===== src/rtl/mem_responder.sv =====
// Unified instruction/data memory with a valid/ready request, a one-cycle response pulse
// and programmable wait states. Bad accesses report rsp_err and never modify the array.
module mem_responder #(
  parameter int unsigned ADDR_W      = 32,
  parameter int unsigned DEPTH_WORDS = 64,
  parameter int unsigned WAIT_CYCLES = 2
) (
  input  logic              clk,
  input  logic              reset,
  input  logic              req_valid,
  input  logic              req_write,
  input  logic [ADDR_W-1:0] req_adr,
  input  logic [31:0]       req_wdata,
  output logic              req_ready,
  output logic              rsp_valid,
  output logic [31:0]       rsp_rdata,
  output logic              rsp_err
);

  localparam int unsigned IdxW = (DEPTH_WORDS > 1) ? $clog2(DEPTH_WORDS) : 1;

  localparam logic [1:0] StIdle = 2'd0;
  localparam logic [1:0] StWait = 2'd1;
  localparam logic [1:0] StResp = 2'd2;

  localparam logic [3:0]        WaitInit   = (WAIT_CYCLES == 0) ? 4'd0 : 4'(WAIT_CYCLES - 1);
  localparam logic [ADDR_W-3:0] DepthLimit = (ADDR_W - 2)'(DEPTH_WORDS);

  logic [1:0]        state_q, state_d;
  logic [3:0]        cnt_q, cnt_d;
  logic [ADDR_W-1:0] adr_q;
  logic [31:0]       wdata_q;
  logic              write_q;
  logic              rsp_valid_q;
  logic [31:0]       rdata_q;
  logic              err_q;

  logic [31:0] mem [DEPTH_WORDS];

  logic              accept;
  logic              enter_resp;
  logic [ADDR_W-1:0] acc_adr;
  logic [31:0]       acc_wdata;
  logic              acc_write;
  logic              acc_err;
  logic [IdxW-1:0]   acc_idx;

  assign req_ready = reset & (state_q == StIdle);
  assign accept    = req_valid & req_ready;
  assign rsp_valid = rsp_valid_q;
  assign rsp_rdata = rdata_q;
  assign rsp_err   = err_q;

  // With zero wait states the access happens on the accept edge, so use the live request.
  assign acc_adr   = (state_q == StIdle) ? req_adr   : adr_q;
  assign acc_wdata = (state_q == StIdle) ? req_wdata : wdata_q;
  assign acc_write = (state_q == StIdle) ? req_write : write_q;

  // High address bits take part in the range check, so there is no wrap-around.
  assign acc_err = (acc_adr[1:0] != 2'b00) | (acc_adr[ADDR_W-1:2] >= DepthLimit);
  assign acc_idx = acc_adr[IdxW+1:2];

  always_comb begin
    state_d    = state_q;
    cnt_d      = cnt_q;
    enter_resp = 1'b0;
    case (state_q)
      StIdle: begin
        if (req_valid) begin
          if (WAIT_CYCLES == 0) begin
            state_d    = StResp;
            enter_resp = 1'b1;
          end else begin
            state_d = StWait;
            cnt_d   = WaitInit;
          end
        end
      end
      StWait: begin
        if (cnt_q == 4'd0) begin
          state_d    = StResp;
          enter_resp = 1'b1;
        end else begin
          cnt_d = cnt_q - 4'd1;
        end
      end
      StResp:  state_d = StIdle;
      default: state_d = StIdle;
    endcase
  end

  always_ff @(posedge clk) begin
    if (!reset) begin
      state_q     <= StIdle;
      cnt_q       <= 4'd0;
      adr_q       <= '0;
      wdata_q     <= 32'd0;
      write_q     <= 1'b0;
      rsp_valid_q <= 1'b0;
      rdata_q     <= 32'd0;
      err_q       <= 1'b0;
    end else begin
      state_q     <= state_d;
      cnt_q       <= cnt_d;
      rsp_valid_q <= enter_resp;
      if (accept) begin
        adr_q   <= req_adr;
        wdata_q <= req_wdata;
        write_q <= req_write;
      end
      if (enter_resp) begin
        err_q   <= acc_err;
        rdata_q <= (acc_write | acc_err) ? 32'd0 : mem[acc_idx];
      end
    end
  end

  // Array is not reset; a reset edge suppresses any pending write.
  always_ff @(posedge clk) begin
    if (reset && enter_resp && acc_write && !acc_err) begin
      mem[acc_idx] <= acc_wdata;
    end
  end

endmodule


===== config.mk =====
export PLATFORM = sky130hd
export DESIGN_NAME = mem_responder
export DESIGN_NICKNAME = d
export VERILOG_FILES = /design/src/rtl/mem_responder.sv
export SDC_FILE = /design/constraint.sdc
export NUM_CORES = 2
export LEC_CHECK = 0
export ABC_AREA = 1
export BUFFER_PORTS_ARGS = -buffer_cell sky130_fd_sc_hd__buf_2
export CAP_MARGIN = 20
export CORE_ASPECT_RATIO = 1.25
export CORE_MARGIN = 5
export CORE_UTILIZATION = 51
export CTS_CLUSTER_DIAMETER = 60
export CTS_CLUSTER_SIZE = 14
export DETAILED_ROUTE_END_ITERATION = 10
export PLACE_DENSITY = 0.67
export SLEW_MARGIN = 20
export SYNTH_ARGS = -nofsm -noshare
export SYNTH_HDL_FRONTEND = slang
export SYNTH_SLANG_ARGS = --single-unit
export TNS_END_PERCENT = 30

===== constraint.sdc =====
create_clock -name clk -period 10.99 [get_ports clk]
set_clock_uncertainty 0.15 [all_clocks]
set_input_delay 0.5495 -clock clk [delete_from_list [all_inputs] [get_ports clk]]
set_output_delay 0.5495 -clock clk [all_outputs]
set_load 0.1 [all_outputs]

Yosys cells after proc, flatten, opt, wreduce, memory -nomap -nowiden
Memory sizes are Yosys's and may differ from the RTL's.
Index checks and enable logic that the tools add are counted.
W data, S select, Z words.
- output and inout port bits: 35
- register bits: 105
- memories: 1
- memory bits (writable): 2048
- memories (name ; words ; width ; read ports ; clocked after Yosys merged registers in ; write ports ; RTL line ; RTL):
    mem ; 64 ; 32 ; 1 ; 0 ; 1 ; 38 ; logic [31:0] mem [DEPTH_WORDS];
- reductions and logical operators: 10
- bitwise logic cells: 4
- eq/ne operators: 4
- multiplexer cells: 14
- order comparisons: 1
- $add $sub $neg: 1
- operators with widths (cell ; number):
    $mux W32 ; 3
    $ge A30 B7 Y1 const B ; 1
    $mux W4 ; 2
    $pmux W4 S2 ; 1
    $ne A2 B2 Y1 const B ; 3
    $mux W1 ; 5
    $logic_not A4 Y1 ; 1
    $mux W2 ; 2
    $pmux W2 S2 ; 1
    $reduce_bool A2 Y1 ; 2
    $sub A4 B1 Y4 const B ; 1
    $logic_and A1 B1 Y1 ; 3
    $reduce_and A3 Y1 ; 1
    $and A1 B1 Y1 ; 2
    $eq A2 B1 Y1 const B ; 1
    $logic_not A2 Y1 ; 1
    $or A1 B1 Y1 ; 2
    $reduce_and A2 Y1 ; 1
    $logic_not A1 Y1 ; 1

Depth between registers and ports, before layout
- depth in word-level cells: 8
- depth in mapped cells: 18

Worst setup path before layout
OpenSTA, ideal clock, no wires.
- kind: reg2reg
- start: register state_q[1]
- end: memory mem[48][0] (enable)
- stages on the path, launching flop included: 11
- arrival time: 4.062 ns
- setup slack: 6.310 ns
- path through: dfxtp_1 nor2_4 buf_4 nand3_1 o21ai_0 inv_1 nor2_1 nand2_1 nor4_4 nand2_1 nor3b_1
- longest elaborated chain between the ends: 8
- elaborated cells between the ends (all ways): 14
- classes of those cells: order compare (1); eq/ne (1); mux (5); bitwise (1); reduce/logical (6)
- RTL lines (what ; RTL line ; RTL):
    from (decl) ; 29 ; logic [1:0] state_q, state_d;
    from (signal assigned) ; 94 ; state_q <= StIdle;
    from (signal assigned) ; 103 ; state_q <= state_d;
    $logic_not A2 Y1 ; 55, 57 ;
    $mux W32 ; 55 ; assign acc_adr = (state_q == StIdle) ? req_adr : adr_q;
    $ge A30 B7 Y1 / $reduce_bool A2 Y1 (equally long branches) ; 60 ; assign acc_err = (acc_adr[1:0] != 2'b00) | (acc_adr[ADDR_W-1:2] >= DepthLimit);
    $or A1 B1 Y1 ; 60 ;
    $logic_not A1 Y1 ; 120 ; if (reset && enter_resp && acc_write && !acc_err) begin
    $logic_and A1 B1 Y1 ; 120 ;
    $mux W1 ; 120 ;
    $mux W1 (implied by the code) ; 121 ; mem[acc_idx] <= acc_wdata;
    to (decl) ; 38 ;
Parallel ways exist; a longest one is shown, timed or not.

Worst setup path after layout
- start: register state_q[1]
- end: memory mem[29][0] (enable)
The elaborated chain is that of the path after synthesis.

==> flow_summary.ini <==
[sta]
hold_viol = 0
worst_pin_slew_ns = 1.25
fin_crit_ns = 5.71
slew_headroom_pct = 16.6
fin_setup_tns_ns = 0
setup_slack_ns = 5.28
rsz0062_at_grt = no
fin_crit_sh_pct = 52.0
fmax_ghz = 0.175
slew_viol_final = 0
setup_viol = 0

[logic_synthesis]
synth_warnings = 0
syn_inst = 8257
yosysTopAreaCell = edfxtp_1
syn_nets = 8327
syn_area_sq_um = 88800
async_reset_ff_share_pct = 0
synthTopCellsByCount = nand2_1 (3272), edfxtp_1 (2048), inv_1 (748), nand3_1 (583), o21ai_0 (380)
ys_ff_latch = 2153
synth-edff-count = 2048
yosys-top-cells-area = edfxtp_1 (69%), nand2_1 (14%), nand3_1 (3.3%)
yosysSeqAreaShare_pct = 71.7
synthDistinctLibCells = 34
yosys.area.top_type_share_pct = 69.3
synth_area_per_cell_sq_um = 10.7
synth.most_common_cell = nand2_1
synth_ff_type = edfxtp_1

[die]
die_y_microns = 476
core_area_sq_um = 174000
dieArea_sq_um = 183000
num_io_pins = 103
die_w_microns = 383
num_rows = 171
start_util_pct = 51.2

[clock_tree]
cts_buffer_depth = 3
cts.sinks = 2153
cts_tree = built
cts_htree_levels = 4
clk_latency_ns = 0.83
cts_setup_buffers = 0
cts_buffers = 173
clkSlewWorstSetupHoldPaths_ns = 0.07
clockRootBuffer = clkbuf_16

[power]
vdd_drop_max_v = 0.000208
p_leak_nw = 38.0
fin_total_pwr_w = 0.0180
power_density_nw_per_um2 = 183

[global_route]
first_global_vias = 56774
grtUsageMet3_pct = 4.93
use_met2_pct = 44.2
grtUsageTotal_pct = 27.3
grt_pass1_wl_mm = 370
antenna_found_initial = 25
grt-busiest-layer = met2
grt_max_degree = 231
gr-total-overflow = 0
use_met1_pct = 35.0

[detailed_routing]
first_pass_iters = 6
drc = 0
wl_per_cell_microns = 23.5
drt_iter0_markers = 7018
routed_wl_mm = 254
vias_per_cell = 5.56
dr_total_vias = 59883
ant_nets = 0

[setup_path]
crit_fanout = 49
r2r_setup_slack_ns = 5.28
cp.arrival_ns = 6.06
cp.required_ns = 11.34
crit_type = reg -> reg
end_kind = flip-flop
cp-start-kind = flip-flop

[finish]
fillers = 14017
area_growth_pct = 10.9
drive_above_1_share_pct = 6.94
nets = 8402

[place]
dp_hpwl_mm = 139
gp_congestion = 0.868
dp_slack_ns = 5.36
io_buffers = 102

[worst_hold_path]
hold_class = in -> reg

[job]
drv_cap = 0

[outcome]
status = finished clean
-- area by class of cell --
class / count / area, sq um / area share (%)
well taps: 2335 / 2920 / 2.97
flip-flops and latches: 2153 / 63600 / 64.6
multi-input cells: 4916 / 21300 / 21.7
inverters: 758 / 2850 / 2.89
diodes: 7 / 17.5 / 0.0178
clock inverters: 18 / 228 / 0.231
clock buffers: 260 / 4720 / 4.79
repair buffers: 330 / 2770 / 2.81
-- through the flow --
stage	hold slack (ns)	cells	area, sq um	util (%)
after floorplan	0.275	8257	88800	-
after global placement	0.289	10400	92300	53.2
after detailed placement	0.296	10411	92500	53.3
after CTS	0.0101	10763	98200	56.6
after global routing	0.101	10770	98400	56.7
final	0.0777	10777	98400	56.7
-- metal layers --
metal | share of wire, % | wire [microns]
met3 | 9.6 | 24200
met2 | 47 | 120000
met5 | 0.030 | 76
met1 | 37 | 93100
met4 | 6.3 | 16000
-- cell families after synthesis --
kind of cell	Yosys count	synth area share, %
adder cells (fa/ha/maj)	2	0.0282
XOR/XNOR	1	0.00987
flip-flops	2153	71.7
AO/OA/AOI/OAI	550	3.13
AND/OR/NAND/NOR	4363	19.8
buffers and inverters	1188	5.39
-- sequential cells by signal, indices dropped and copies added (netlist names) --
signal and cells:
adr_q 32, cnt_q 4, mem 2048, rsp_err 1
rsp_rdata 32, rsp_valid 1, state_q 2, wdata_q 32
write_q 1
-- critical path, stage by stage (launching register included) --
cell,delay (ns)
dfxtp_1,0.36
nor2_4,0.11
buf_4,0.45
buf_4,0.75
nand3_1,0.15
o21ai_1,0.14
nand2_1,0.09
nor2_1,0.16
nand2_1,0.14
nor4_4,0.55
nand3_1,1.01
nor2_4,0.85
buf_4,0.41
-- where the power goes --
| part | switching (W) | internal, W | total (W) |
|---|---|---|---|
| clock network | 0.00282 | 0.00299 | 0.00581 |
| logic | 0.00233 | 0.000629 | 0.00296 |
| registers | 0.00000850 | 0.00924 | 0.00925 |
-- placed cells by master, fill, tap and decap left out, drive strengths merged --
cell type,instances
nand4,128
edfxtp,2048
ha,2
a31oi,2
dlygate4sd3,74
clkbuf,260
nand3b,1
o21ai,390
diode,7
inv,769
nand3,583
a21oi,156
xor2,1
bufinv,1
nor2,354
clkinv,6
nor3,13
nor3b,2
buf,256
o31ai,1
dfxtp,105
nand2,3274
and2,4
o211ai,1
nor4,3
or2,1
-- what timing repair did --
action,CTS,global route
gates resized for setup,0,0
hold buffers,74,0
hold endpoints to repair,65,0
-- worst paths after layout --
kind,startpoint,to,cells after the start
worst max-delay path,state_q[1],mem[29][0],12
worst min-delay path,req_valid,cnt_q[2],4
worst max register to register,state_q[1],mem[29][0],12
worst min register to register,adr_q[0],adr_q[0],2
Note: power is estimated with default switching activity, not from simulation.
